[config.mk]
export PLATFORM = sky130hd
export DESIGN_NAME = ft_recovery_ctrl_flat
export DESIGN_NICKNAME = d
export VERILOG_FILES = /design/src/rtl/cevero_ft_pkg.sv /design/src/rtl/ft_recovery_ctrl_if.sv /design/src/rtl/ft_sat_counter.sv /design/src/rtl/ft_recovery_ctrl.sv /design/src/flat_wrapper.sv
export SDC_FILE = /design/constraint.sdc
export NUM_CORES = 1
export LEC_CHECK = 0
export BUFFER_PORTS_ARGS = -buffer_cell sky130_fd_sc_hd__buf_2
export CAP_MARGIN = 30
export CORE_UTILIZATION = 59
export CTS_BUF_LIST = sky130_fd_sc_hd__clkbuf_2 sky130_fd_sc_hd__clkbuf_4 sky130_fd_sc_hd__clkbuf_8
export DETAILED_ROUTE_END_ITERATION = 10
export GPL_TIMING_DRIVEN = 0
export PLACE_DENSITY = 0.87
export SLEW_MARGIN = 25
export SYNTH_ARGS = -nofsm -noshare
export SYNTH_HDL_FRONTEND = slang
export SYNTH_SLANG_ARGS = --single-unit
[constraint.sdc]
create_clock -name clk_i -period 3.4 [get_ports clk_i]
set_input_delay 0.34 -clock clk_i [delete_from_list [all_inputs] [get_ports clk_i]]
set_output_delay 0.34 -clock clk_i [all_outputs]
set_load 0.02 [all_outputs]
[src/rtl/cevero_ft_pkg.sv]
`default_nettype none
// ============================================================================
// cevero_ft_pkg : shared types and widths for the lockstep recovery sequencer
// Revision      : 1.0
// ============================================================================
package cevero_ft_pkg;

  localparam int RETRY_W  = 4;
  localparam int ERRCNT_W = 16;
  localparam int PC_W     = 32;

  typedef enum logic [2:0] {
    RUN     = 3'd0,
    HALT    = 3'd1,
    RESTORE = 3'd2,
    RESUME  = 3'd3,
    FATAL   = 3'd4
  } ft_rec_state_t;

endpackage
`default_nettype wire

[src/rtl/ft_recovery_ctrl_if.sv]
`default_nettype none
// ============================================================================
// ft_recovery_ctrl_if : FT-module / core-pair side signals of the sequencer
// Revision            : 1.0
// ============================================================================
interface ft_recovery_ctrl_if
  import cevero_ft_pkg::*;
();

  logic                error_i;
  logic                commit_i;
  logic [PC_W-1:0]     commit_pc_i;
  logic                halt_o;
  logic                restore_o;
  logic [PC_W-1:0]     restore_pc_o;
  logic                fatal_o;
  logic [RETRY_W-1:0]  retry_cnt_o;
  logic [ERRCNT_W-1:0] err_count_o;

  modport master (
    output error_i, commit_i, commit_pc_i,
    input  halt_o, restore_o, restore_pc_o, fatal_o, retry_cnt_o, err_count_o
  );

  modport slave (
    input  error_i, commit_i, commit_pc_i,
    output halt_o, restore_o, restore_pc_o, fatal_o, retry_cnt_o, err_count_o
  );

endinterface
`default_nettype wire

[src/rtl/ft_sat_counter.sv]
`default_nettype none
// ============================================================================
// ft_sat_counter : up-counter with clear (priority) that sticks at all-ones
// Revision       : 1.0
// ============================================================================
module ft_sat_counter #(
  parameter int WIDTH = 16
) (
  input  logic             clk_i,
  input  logic             rst_ni,
  input  logic             inc_i,
  input  logic             clr_i,
  output logic [WIDTH-1:0] count_o
);

  logic [WIDTH-1:0] count_q;
  logic [WIDTH-1:0] count_d;

  always_comb begin
    count_d = count_q;
    if (clr_i) begin
      count_d = '0;
    end else if (inc_i && (count_q != '1)) begin
      count_d = count_q + WIDTH'(1);
    end
  end

  always_ff @(posedge clk_i) begin
    if (!rst_ni) begin
      count_q <= '0;
    end else begin
      count_q <= count_d;
    end
  end

  assign count_o = count_q;

endmodule
`default_nettype wire

[src/rtl/ft_recovery_ctrl.sv]
`default_nettype none
// ============================================================================
// ft_recovery_ctrl : checkpoint/rollback sequencer for the lockstep core pair
// Revision         : 1.0
// ============================================================================
module ft_recovery_ctrl
  import cevero_ft_pkg::*;
#(
  parameter logic [PC_W-1:0] BOOT_ADDR      = 32'h0000_0080,
  parameter int              DRAIN_CYCLES   = 4,
  parameter int              RESTORE_CYCLES = 8,
  parameter int              MAX_RETRY      = 3,
  parameter int              CLEAN_COMMITS  = 16
) (
  input  logic               clk_i,
  input  logic               rst_ni,
  ft_recovery_ctrl_if.slave  bus
);

  localparam logic [7:0]         DRAIN_LOAD   = 8'(DRAIN_CYCLES - 1);
  localparam logic [7:0]         RESTORE_LOAD = 8'(RESTORE_CYCLES - 1);
  localparam logic [RETRY_W-1:0] RETRY_MAX    = RETRY_W'(MAX_RETRY);
  localparam logic [15:0]        CLEAN_LAST   = 16'(CLEAN_COMMITS - 1);

  ft_rec_state_t      state_q, state_d;
  logic [7:0]         timer_q, timer_d;
  logic [RETRY_W-1:0] retry_q, retry_d;
  logic [PC_W-1:0]    ckpt_q, ckpt_d;

  logic               err_inc;
  logic               clean_inc;
  logic               clean_clr;
  logic [15:0]        clean_cnt;
  logic [ERRCNT_W-1:0] err_cnt;

  always_comb begin
    state_d   = state_q;
    timer_d   = timer_q;
    retry_d   = retry_q;
    ckpt_d    = ckpt_q;
    err_inc   = 1'b0;
    clean_inc = 1'b0;
    clean_clr = 1'b0;
    case (state_q)
      RUN: begin
        // An error in the same cycle as a commit wins; that commit is not trusted.
        if (bus.error_i) begin
          if (retry_q < RETRY_MAX) begin
            state_d = HALT;
            timer_d = DRAIN_LOAD;
            retry_d = retry_q + RETRY_W'(1);
            err_inc = 1'b1;
          end else begin
            state_d = FATAL;
          end
        end else if (bus.commit_i) begin
          ckpt_d = bus.commit_pc_i;
          if (clean_cnt == CLEAN_LAST) begin
            clean_clr = 1'b1;
            retry_d   = '0;
          end else begin
            clean_inc = 1'b1;
          end
        end
      end
      HALT: begin
        if (timer_q == 8'd0) begin
          state_d = RESTORE;
          timer_d = RESTORE_LOAD;
        end else begin
          timer_d = timer_q - 8'd1;
        end
      end
      RESTORE: begin
        if (timer_q == 8'd0) begin
          state_d = RESUME;
        end else begin
          timer_d = timer_q - 8'd1;
        end
      end
      RESUME: begin
        state_d   = RUN;
        clean_clr = 1'b1;
      end
      FATAL: begin
        state_d = FATAL;
      end
      default: begin
        state_d = RUN;
      end
    endcase
  end

  always_ff @(posedge clk_i) begin
    if (!rst_ni) begin
      state_q <= RUN;
      timer_q <= '0;
      retry_q <= '0;
      ckpt_q  <= BOOT_ADDR;
    end else begin
      state_q <= state_d;
      timer_q <= timer_d;
      retry_q <= retry_d;
      ckpt_q  <= ckpt_d;
    end
  end

  ft_sat_counter #(.WIDTH(ERRCNT_W)) u_err_cnt (
    .clk_i   (clk_i),
    .rst_ni  (rst_ni),
    .inc_i   (err_inc),
    .clr_i   (1'b0),
    .count_o (err_cnt)
  );

  ft_sat_counter #(.WIDTH(16)) u_clean_cnt (
    .clk_i   (clk_i),
    .rst_ni  (rst_ni),
    .inc_i   (clean_inc),
    .clr_i   (clean_clr),
    .count_o (clean_cnt)
  );

  assign bus.halt_o       = (state_q != RUN);
  assign bus.restore_o    = (state_q == RESTORE);
  assign bus.fatal_o      = (state_q == FATAL);
  assign bus.restore_pc_o = ckpt_q;
  assign bus.retry_cnt_o  = retry_q;
  assign bus.err_count_o  = err_cnt;

endmodule
`default_nettype wire
[src/flat_wrapper.sv]
// flat-port wrapper written by rule: the top's interface ports become plain ports
module ft_recovery_ctrl_flat import cevero_ft_pkg::*;
#(
  parameter logic [PC_W-1:0] BOOT_ADDR      = 32'h0000_0080,
  parameter int              DRAIN_CYCLES   = 4,
  parameter int              RESTORE_CYCLES = 8,
  parameter int              MAX_RETRY      = 3,
  parameter int              CLEAN_COMMITS  = 16
)
  (clk_i, rst_ni, bus_error_i, bus_commit_i, bus_commit_pc_i, bus_halt_o, bus_restore_o, bus_restore_pc_o, bus_fatal_o, bus_retry_cnt_o, bus_err_count_o);
  ft_recovery_ctrl_if bus_i ();
  input  logic clk_i;
  input  logic rst_ni;
  input wire logic [$bits(bus_i.error_i)-1:0] bus_error_i;
  input wire logic [$bits(bus_i.commit_i)-1:0] bus_commit_i;
  input wire logic [$bits(bus_i.commit_pc_i)-1:0] bus_commit_pc_i;
  output wire logic [$bits(bus_i.halt_o)-1:0] bus_halt_o;
  output wire logic [$bits(bus_i.restore_o)-1:0] bus_restore_o;
  output wire logic [$bits(bus_i.restore_pc_o)-1:0] bus_restore_pc_o;
  output wire logic [$bits(bus_i.fatal_o)-1:0] bus_fatal_o;
  output wire logic [$bits(bus_i.retry_cnt_o)-1:0] bus_retry_cnt_o;
  output wire logic [$bits(bus_i.err_count_o)-1:0] bus_err_count_o;
  assign bus_i.error_i = bus_error_i;
  assign bus_i.commit_i = bus_commit_i;
  assign bus_i.commit_pc_i = bus_commit_pc_i;
  assign bus_halt_o = bus_i.halt_o;
  assign bus_restore_o = bus_i.restore_o;
  assign bus_restore_pc_o = bus_i.restore_pc_o;
  assign bus_fatal_o = bus_i.fatal_o;
  assign bus_retry_cnt_o = bus_i.retry_cnt_o;
  assign bus_err_count_o = bus_i.err_count_o;
  ft_recovery_ctrl #(.BOOT_ADDR(BOOT_ADDR), .DRAIN_CYCLES(DRAIN_CYCLES), .RESTORE_CYCLES(RESTORE_CYCLES), .MAX_RETRY(MAX_RETRY), .CLEAN_COMMITS(CLEAN_COMMITS)) u_core (.clk_i(clk_i), .rst_ni(rst_ni), .bus(bus_i));
endmodule
==> impl_metrics.csv, run 1 <==
group,metric,value,unit
cells_and_area,drive_above_1_share,0.202,
routing,antenna_left,0,
power,p_clk_frac,0.291,
routing,wl_per_cell,14.4,microns
run_status,status,"completed",
timing,skew,12.8,ps
timing,setup_viol,0,
cells_and_area,nets,594,
worst_setup_path,crit_path_max_fanout,10,
synth,synth_flop_cell,"dfxtp_1",
power,power_frac_seq,0.414,
timing,worstMarginPinSlew,918,ps
routing,drtPass1Iterations,5,
timing,final_min_period_over_clock_period,0.719,
floorplanning,die_y,81.1,microns
routing,routed_wl,9120,microns
cells_and_area,layout_commonest_cell,"nand2_1",
timing,slew_violations,0,
routing,drc_errors,0,
worst_setup_path,cp_data_required_time,3620,ps
cells_and_area,fillers,466,
routing,highest_layer,"met4",
clocking,clk_path_buf_depth,2,
routing,viasPerCell,6.03,
worst_setup_path,criticalPathCategory,"flip-flop to flip-flop",
clocking,clkTransAtPathRegs,80,ps
global_route,grt_pass1_vias,3289,
placement,place_congestion,0.933,
synth,post_synth_num_cell_types,47,
power,p_sw_frac,0.352,
timing,rsz0062_at_grt,"no",
synth,yosys_warnings,0,
floorplanning,initial_core_util,0.617,
cells_and_area,syn_to_final_growth,20.8,%
global_route,antenna_found_initial,0,
clocking,cts_root_buf,"clkbuf_8",
placement,port_buffers,90,
synth,synth_edf_count,0,
global_route,track_usage,0.277,
timing,max_slew_margin,0.382,
placement,placed_area,4240,sq um
clocking,cts_tree,"done",
synth,synthArstFlopShare,0,
synth,synth_cells,453,
floorplanning,num_rows,28,
floorplanning,core,5990,sq um
floorplanning,dieArea,6580,sq um
global_route,grt_max_degree,15,
global_route,grt_first_pass_wirelength,14100,microns
global_route,overflow,0,
clocking,ctsResizeCount,0,
worst_setup_path,cp.arrival,2660,ps
synth,ys_seq_area_frac,0.428,
cells_and_area,stdcell_area,4460,sq um
placement,hpwl,6410,microns
floorplanning,io_pins,91,
power,cellPowerDensity,605,nW/um^2
power,combPwrFrac,0.295,
cells_and_area,final_cell_mix,"nand2_1 (92), buf_2 (91), dfxtp_1 (79), a21oi_1 (57), clkbuf_1 (22)",
power,p_sw,949,uW
clocking,hold_buffers,0,
timing,fmax,0.409,GHz
routing,wl_met1,4090,microns
synth,netlist_area,3690,sq um
clocking,clock_sinks,79,
synth,synth_seq_cells,79,
timing,tns,0,ps
clocking,clk_latency,360,ps
power,intPower,1.75,mW
routing,wl_met2,4480,microns
min_path,min-delay-path-class,"input port to flip-flop",
timing,fin_crit,2440,ps
routing,vias,3825,
power,peakVddDrop,0.000499,V
floorplanning,die_x,81.1,microns
flow_run,cap_violations,0,
cells_and_area,n_antenna_cell,0,
worst_setup_path,cp-end-kind,"flip-flop",
power,leakage,1.76,nW
worst_setup_path,cp-start-kind,"flip-flop",
routing,wl_met3,424,microns
routing,drt-initial-drc-count,287,
clocking,h-tree-depth,3,
clocking,cts_buffers,9,
synth,synth_nets,493,
timing,hold_viol_final,0,
clocking,cts_setup_buffers,0,
synth,avgSynthCellArea,8.15,sq um
power groups by stage:
stage	clock network (mW)	logic, mW	registers, mW
6_report	0.786	0.795	1.12
3_3_place_gp	0	0.758	1.13
4_1_cts	0.788	0.789	1.12
5_1_grt	0.830	0.872	1.13
2_1_floorplan	0	0.513	1.19
3_5_place_dp	0	0.776	1.14
stage by stage:
step,std cells,hold WS (ps),power [mW],worst slack [ps],util
detailed placement,618,443,1.91,1020,0.707
floorplan,453,459,1.70,1100,-
finish,634,188,2.70,956,0.745
CTS,634,183,2.69,973,0.745
global placement,618,439,1.89,1080,0.707
global route,634,202,2.84,841,0.745
cells in the mapped netlist (3+ instances only):
cell type	n	area share
o211ai_1	4	0.0081
nand2_1	92	0.093
nor4b_1	3	0.0071
or4_1	13	0.026
inv_1	7	0.0071
a211oi_1	6	0.012
o31ai_1	12	0.024
nand4_1	11	0.019
nand3b_1	6	0.012
nor3_1	13	0.018
o211a_1	4	0.011
nand2b_1	9	0.015
nor2_1	8	0.0081
o21ai_0	8	0.011
or3_1	6	0.010
o41ai_1	4	0.0095
and3_1	8	0.014
nor4_1	13	0.022
a21oi_1	57	0.077
and4_1	3	0.0071
mux2i_1	14	0.038
dfxtp_1	79	0.43
ha_1	4	0.014
nand3_1	18	0.024
clkbuf_1	22	0.022
nor3b_1	3	0.0061
cell type report:
| type | count | area (sq um) | area share |
|---|---|---|---|
| Clock inverter | 6 | 92.6 | 0.0208 |
| Multi-Input combinational cell | 341 | 1990 | 0.445 |
| Timing Repair Buffer | 90 | 450 | 0.101 |
| Inverter | 9 | 33.8 | 0.00757 |
| Clock buffer | 10 | 131 | 0.0294 |
| Tap cell | 75 | 93.8 | 0.0210 |
| Sequential cell | 79 | 1580 | 0.354 |
| Buffer | 24 | 91.3 | 0.0205 |
logic make-up after synthesis:
group,after synthesis,share of synthesized area
flops,79,0.428
buf+inv,33,0.0339
fa+ha+maj,4,0.0136
xor+xnor,1,0.00237
mux,14,0.0379
compound gates,108,0.181
simple gates,214,0.304
path summary, 6_finish.rpt:
| kind | startpoint | endpoint | slack (ps) | depth (start not counted) |
|---|---|---|---|---|
| worst min-delay path | bus_commit_pc_i[7] | u_core.bus.restore_pc_o[7] | 190 | 3 |
| worst max register to register | u_core.state_q[0] | u_core.u_clean_cnt.count_o[0] | 960 | 7 |
| worst max-delay path | u_core.state_q[0] | u_core.u_clean_cnt.count_o[0] | 960 | 7 |
| worst min register to register | u_core.bus.restore_pc_o[22] | u_core.bus.restore_pc_o[22] | 450 | 2 |
layer usage:
layer / GRT usage / up-vias
li1: - / 1875
met1: 0.333 / 1805
met2: 0.477 / 132
met3: 0.0506 / 13
met4: 0.125 / 0
met5: 0 / -
flip-flops by register name, indices dropped and copies added, names as in the netlist:
name / count
u_core.u_clean_cnt.count_o: 16
u_core.timer_q: 8
u_core.u_err_cnt.count_o: 16
u_core.bus.restore_pc_o: 32
u_core.bus.retry_cnt_o: 4
u_core.state_q: 3
critical path: stages, from the launching register on:
cell      delay, ps
dfxtp_1         350
nor3_2          430
inv_2           150
or2_1           250
clkbuf_1        180
o211ai_1        440
clkbuf_1        430
a21oi_1          90
Note: power is estimated with default switching activity, not from simulation.
==> run 2, diff against run 1 <==
- ABC_AREA: not set -> 1
- CORE_UTILIZATION: 59 -> 56
- PLACE_DENSITY: 0.87 -> 0.83
- clock period: 3.4 -> 2.5 ns (I/O delays scaled with it)
==> run 2 against run 1 <==
  * The flow now finishes with violations (DRC)
  * Die area is 9.5% higher
  * Global-route usage is 1.7 points lower
  * Register-to-register slack worse by 250 ps
  * Synthesized cell count increased by 26%
  * Final cell count grew 19%
  * Sequential share of layout area decreased by 1.0 points
  * Via count up 4.2%
  * Critical path depth is 1 lower
  * Critical endpoint is now u_core.u_clean_cnt.count_o[12]
==> impl_metrics.csv, run 2 <==
group,metric,value,unit
run_status,status,"finished, violations left",
run_status,violations,"DRC",
timing,fin_crit,1800,ps
synth,yosys.cell_count.top_type,"nand2_1",
worst_setup_path,cp-end-kind,"flip-flop",
worst_setup_path,cp.arrival,2040,ps
clocking,clk_latency,360,ps
worst_setup_path,cp-start-kind,"flip-flop",
routing,antenna_left,0,
global_route,grt_first_pass_wirelength,15300,microns
synth,ys_seq_area_frac,0.411,
power,leakage,2.11,nW
worst_setup_path,cp_data_required_time,2740,ps
floorplanning,num_rows,29,
flow_run,cap_violations,0,
synth,netlist_area,3850,sq um
timing,fmax,0.557,GHz
worst_setup_path,cp_slowest_stage_delay,490,ps
clocking,cts_tree,"done",
clocking,clock_sinks,79,
power,cellPowerDensity,828,nW/um^2
timing,skew,14.6,ps
routing,viasPerCell,5.29,
synth,synth_edf_count,0,
timing,worstMarginPinSlew,564,ps
global_route,grt_pass1_vias,3639,
routing,drt-initial-drc-count,185,
cells_and_area,postLayoutCoreUtil,0.707,
timing,setup_viol,0,
synth,post_synth_num_cell_types,28,
clocking,clkTransAtPathRegs,80,ps
timing,final_min_period_over_clock_period,0.718,
floorplanning,io_pins,91,
worst_setup_path,cp_top_family,"simple AND/OR/NAND/NOR gates",
floorplanning,dieArea,7200,sq um
clocking,h-tree-depth,3,
synth,synth_cells,571,
floorplanning,die_x,84.9,microns
routing,drtPass1Iterations,8,
worst_setup_path,crit_path_top_delay_cell,"nor3_1",
clocking,cts_setup_buffers,0,
worst_setup_path,crit_chain,"ha_1 > nand2_1 > nor3_1 > nand2_1 > nor3_1 > nor2_1",
floorplanning,initial_core_util,0.592,
cells_and_area,layout_commonest_cell,"nand2_1",
worst_setup_path,worst-path-buf-inv,0,
clocking,clk_path_buf_depth,2,
placement,place_congestion,0.943,
clocking,cts_buffers,9,
power,peakVddDrop,0.000604,V
synth,synthTopCellsByArea,"dfxtp_1 (41%), nand2_1 (13%), nor2_1 (11%)",
placement,port_buffers,89,
placement,hpwl,6700,microns
global_route,grt_max_degree,16,
synth,synth_largest_area_cell,"dfxtp_1",
global_route,antenna_found_initial,0,
synth,synthArstFlopShare,0,
worst_setup_path,crit_path_max_fanout,5,
clocking,hold_buffers,0,
synth,synth_nets,611,
cells_and_area,drive_above_1_share,0.186,
synth,avgSynthCellArea,6.74,sq um
synth,netlist.area_leader.share,0.411,
timing,tns,0,ps
power,p_total,3.80,mW
cells_and_area,largest_reg_flops,32,
cells_and_area,final_cell_mix,"nand2_1 (130), nor2_1 (108), buf_2 (92), dfxtp_1 (79), inv_1 (54)",
synth,synth_flop_cell,"dfxtp_1",
worst_setup_path,criticalPathCategory,"flip-flop to flip-flop",
min_path,min-delay-path-class,"input port to flip-flop",
routing,drc_errors,2,
floorplanning,core,6490,sq um
timing,slew_violations,0,
cells_and_area,syn_to_final_growth,19.4,%
timing,rsz0062_at_grt,"no",
timing,max_slew_margin,0.621,
synth,synth_seq_cells,79,
floorplanning,die_y,84.9,microns
synth,synthTopCellsByCount,"nand2_1 (130), nor2_1 (108), dfxtp_1 (79), inv_1 (54), o21ai_0 (44)",
routing,vias,3985,
synth,yosys_warnings,0,
cells_and_area,nets,711,
routing,wl_per_cell,12.0,microns
global_route,overflow,0,
global_route,track_usage,0.259,
clocking,ctsResizeCount,0,
routing,routed_wl,9000,microns
clocking,cts_root_buf,"clkbuf_8",
cells_and_area,n_antenna_cell,0,
timing,hold_viol_final,0,
## run 2: changes by cell type after synthesis, moves of 13 or more
| cell | previous run | this run |
|---|---|---|
| xor2_1 | 0 | 13 |
| mux2i_1 | 14 | 0 |
| nand2_1 | 92 | 130 |
| a21oi_1 | 57 | 37 |
| or4_1 | 13 | 0 |
| inv_1 | 7 | 54 |
| nor2_1 | 8 | 108 |
| nand3_1 | 18 | 32 |
| o21ai_0 | 8 | 44 |
## run 2: power by group
group	internal (mW)	total, mW	switching, mW	leakage (nW)
clock network	0.471	0.981	0.509	0.0929
logic	0.410	1.29	0.878	1.38
registers	1.43	1.53	0.103	0.643
## run 2: metrics by stage
| step | cells | setup WS, ps | area, sq um | hold slack [ps] |
|---|---|---|---|---|
| finish | 753 | 704 | 4590 | 103 |
| global route | 753 | 518 | 4590 | 110 |
| CTS | 753 | 751 | 4590 | 93.3 |
| detailed placement | 737 | 758 | 4390 | 450 |
| global placement | 737 | 781 | 4390 | 440 |
| floorplan | 571 | 975 | 3850 | 376 |
## run 2: layer usage
metal / GRT usage / share of wire / wire length [microns]
met1: 0.321 / 0.45 / 4080
met2: 0.441 / 0.46 / 4170
met3: 0.0613 / 0.067 / 606
met4: 0.0955 / 0.017 / 152
met5: 0 / 0 / 0
## run 2: worst register-to-register path, delay by kind of cell (launching register included)
kind	cells	cell delay [ps]
fa+ha+maj	1	210
flops	1	410
simple gates	5	1060
## run 2: path summary, 6_finish.rpt
kind	from	endpoint	slack, ps	cells after the start
worst max-delay path	u_core.u_clean_cnt.count_o[0]	u_core.u_clean_cnt.count_o[12]	700	6
worst min register to register	u_core.bus.retry_cnt_o[2]	u_core.bus.retry_cnt_o[2]	460	2
worst max register to register	u_core.u_clean_cnt.count_o[0]	u_core.u_clean_cnt.count_o[12]	700	6
worst min-delay path	bus_commit_pc_i[7]	u_core.bus.restore_pc_o[7]	100	3
## run 2: cell families after synthesis
logic type,Yosys count,share of synthesized area
and+or+nand+nor,312,0.345
AOI/OAI and AO/OA,83,0.110
adders and majority gates,4,0.0130
xor gates and xnor gates,18,0.0410
buffers and inverters,75,0.0800
DFF,79,0.411
## run 2: area by class of cell
class,instances,area [sq um]
plain buffers,19,97.6
clock buffers,9,124
clock inverters,7,78.8
fillers,574,1900
inverters,56,210
multi-input cells,417,1960
flip-flops and latches,79,1580
well taps,77,96.3
repair buffers,89,445
==> run 3, diff against run 2 <==
- CORE_UTILIZATION: 56 -> 50
- PLACE_DENSITY: 0.83 -> 0.78
- clock period: 2.5 -> 1.6 ns (I/O delays scaled with it)
==> run 3 against run 2 <==
  * Register-to-register slack lost 790 ps
  * Clock skew hardly changed
  * The flow finishes with violations (setup timing)
  * Critical endpoint is now u_core.u_clean_cnt.count_o[4]
  * Highest routed layer unchanged
  * Die area up 12%
  * Clock-buffer cell count increased by 4
  * Maximum frequency grew 6.8%
  * Wire length grew 32%
  * Final cell count increased by 6.9%
==> impl_metrics.csv, run 3 (same netlist as run 2, synthesis figures left out) <==
group,metric,value,unit
cells_and_area,n_antenna_cell,0,
cells_and_area,drive_above_1_share,0.356,
floorplanning,dieArea,8050,sq um
worst_setup_path,cp-end-kind,"flip-flop",
timing,rsz0062_at_grt,"yes",
clocking,hold_buffers,0,
clocking,clkTransAtPathRegs,90,ps
clocking,h-tree-depth,3,
worst_setup_path,worst-path-buf-inv,2,
floorplanning,io_pins,91,
timing,final_min_period_over_clock_period,1.05,
cells_and_area,final_cell_mix,"nand2_1 (107), nor2_1 (97), buf_2 (91), dfxtp_1 (64), inv_1 (47)",
power,peakVddDrop,0.000846,V
clocking,cts_root_buf,"clkbuf_8",
worst_setup_path,cp_top_family,"simple AND/OR/NAND/NOR gates",
timing,max_slew_margin,0.550,
flow_run,cap_violations,0,
routing,drt-initial-drc-count,347,
clocking,clk_path_buf_depth,2,
clocking,cts_tree,"done",
global_route,grt_max_degree,13,
routing,drtPass1Iterations,5,
cells_and_area,postLayoutCoreUtil,0.728,
floorplanning,die_x,89.7,microns
clocking,cts_buffers,9,
worst_setup_path,cp.arrival,1980,ps
timing,fin_crit,1680,ps
timing,skew,14.9,ps
worst_setup_path,cpMostUsedCell,"nand2_4",
worst_setup_path,crit_path_max_fanout,8,
clocking,clock_sinks,79,
routing,routed_wl,11900,microns
cells_and_area,layout_commonest_cell,"nand2_1",
routing,antenna_left,0,
worst_setup_path,crit_path_top_delay_cell,"dfxtp_2",
cells_and_area,largest_reg_flops,32,
global_route,grt_pass1_vias,3909,
timing,worstMarginPinSlew,675,ps
routing,viasPerCell,5.48,
cells_and_area,syn_to_final_growth,38.8,%
global_route,grt_first_pass_wirelength,17500,microns
global_route,overflow,0,
floorplanning,num_rows,31,
worst_setup_path,crit_chain,"inv_2 > nand2_4 > nor2_4 > nand2_4 > nor2_8 > nand2_4 > nor2_4 > buf_6 > nand2_1 > a21oi_2",
timing,fmax,0.594,GHz
cells_and_area,nets,741,
routing,wl_per_cell,14.8,microns
clocking,clk_latency,360,ps
routing,vias,4411,
floorplanning,initial_core_util,0.525,
global_route,antenna_found_initial,0,
placement,port_buffers,89,
timing,worst_slack,-82.4,ps
global_route,track_usage,0.263,
routing,drc_errors,0,
timing,slew_violations,0,
power,cellPowerDensity,1250,nW/um^2
worst_setup_path,cp_slowest_stage_delay,340,ps
timing,setup_viol,12,
run_status,status,"finished, violations left",
worst_setup_path,criticalPathCategory,"flip-flop to flip-flop",
placement,place_congestion,0.879,
worst_setup_path,cp-start-kind,"flip-flop",
timing,hold_viol_final,0,
min_path,min-delay-path-class,"input port to flip-flop",
placement,hpwl,6850,microns
worst_setup_path,cp_data_required_time,1900,ps
power,p_total,6.68,mW
run_status,violations,"setup timing",
power,leakage,2.49,nW
floorplanning,die_y,89.7,microns
floorplanning,core,7330,sq um
## run 3: cell count changes in the layout (fill, tap and decap cells not counted), sizes merged
cell and change:
clkinv +2, bufinv -1, inv -3, buf +31
clkinvlp -2, clkbuf +3
## run 3: routing by layer
metal  track usage  part of all wire  up-vias
li1              -                 -     2087
met3        0.0525             0.077       67
met1         0.330              0.41     2007
met4         0.116             0.048        0
met2         0.435              0.47      250
met5             0                 0        -
## run 3: where the power goes
group | internal (mW) | switching, mW | total [mW]
sequential | 2.25 | 0.170 | 2.42
combinational | 1.07 | 1.75 | 2.82
clock | 0.680 | 0.758 | 1.44
## run 3: worst min-delay path, cell delays in order
cell and delay (ps):
buf_2 70, nand2_1 40, nand3_1 60
## run 3: cell type report
cell class / count / area (sq um)
plain buffers: 19 / 143
clock buffers: 13 / 166
clock inverters: 3 / 17.5
fillers: 551 / 1990
inverters: 56 / 215
multi-input cells: 417 / 2330
flip-flops and latches: 79 / 1600
well taps: 99 / 124
repair buffers: 119 / 741
## run 3: path summary, 6_finish.rpt
path	slack (ps)	endpoint	from	cells after the start
worst max register to register	-80	u_core.u_clean_cnt.count_o[4]	u_core.state_q[2]	10
worst min-delay path	10	u_core.bus.restore_pc_o[7]	bus_commit_pc_i[7]	3
worst max-delay path	-80	u_core.u_clean_cnt.count_o[4]	u_core.state_q[2]	10
worst min register to register	460	u_core.bus.retry_cnt_o[2]	u_core.bus.retry_cnt_o[2]	2
## run 3: metrics by stage
step | setup WS [ps] | hold WS [ps] | area, sq um | setup TNS [ps] | instances
2_1_floorplan | 74.8 | 286 | 3850 | 0 | 571
3_3_place_gp | -147 | 374 | 4420 | -2320 | 759
3_5_place_dp | -173 | 387 | 4420 | -3930 | 759
4_1_cts | -8.59 | 11.4 | 4880 | -40.3 | 790
5_1_grt | -195 | 26.4 | 5340 | -3420 | 805
6_report | -82.4 | 13.6 | 5340 | -349 | 805
## run 3: timing repair
item | in CTS | in global routing
buffers inserted | 10 | 14
gates resized for setup | 45 | 121
setup endpoints to repair | 43 | 78
cloned | 5 | 1
pin swaps | 8 | 32
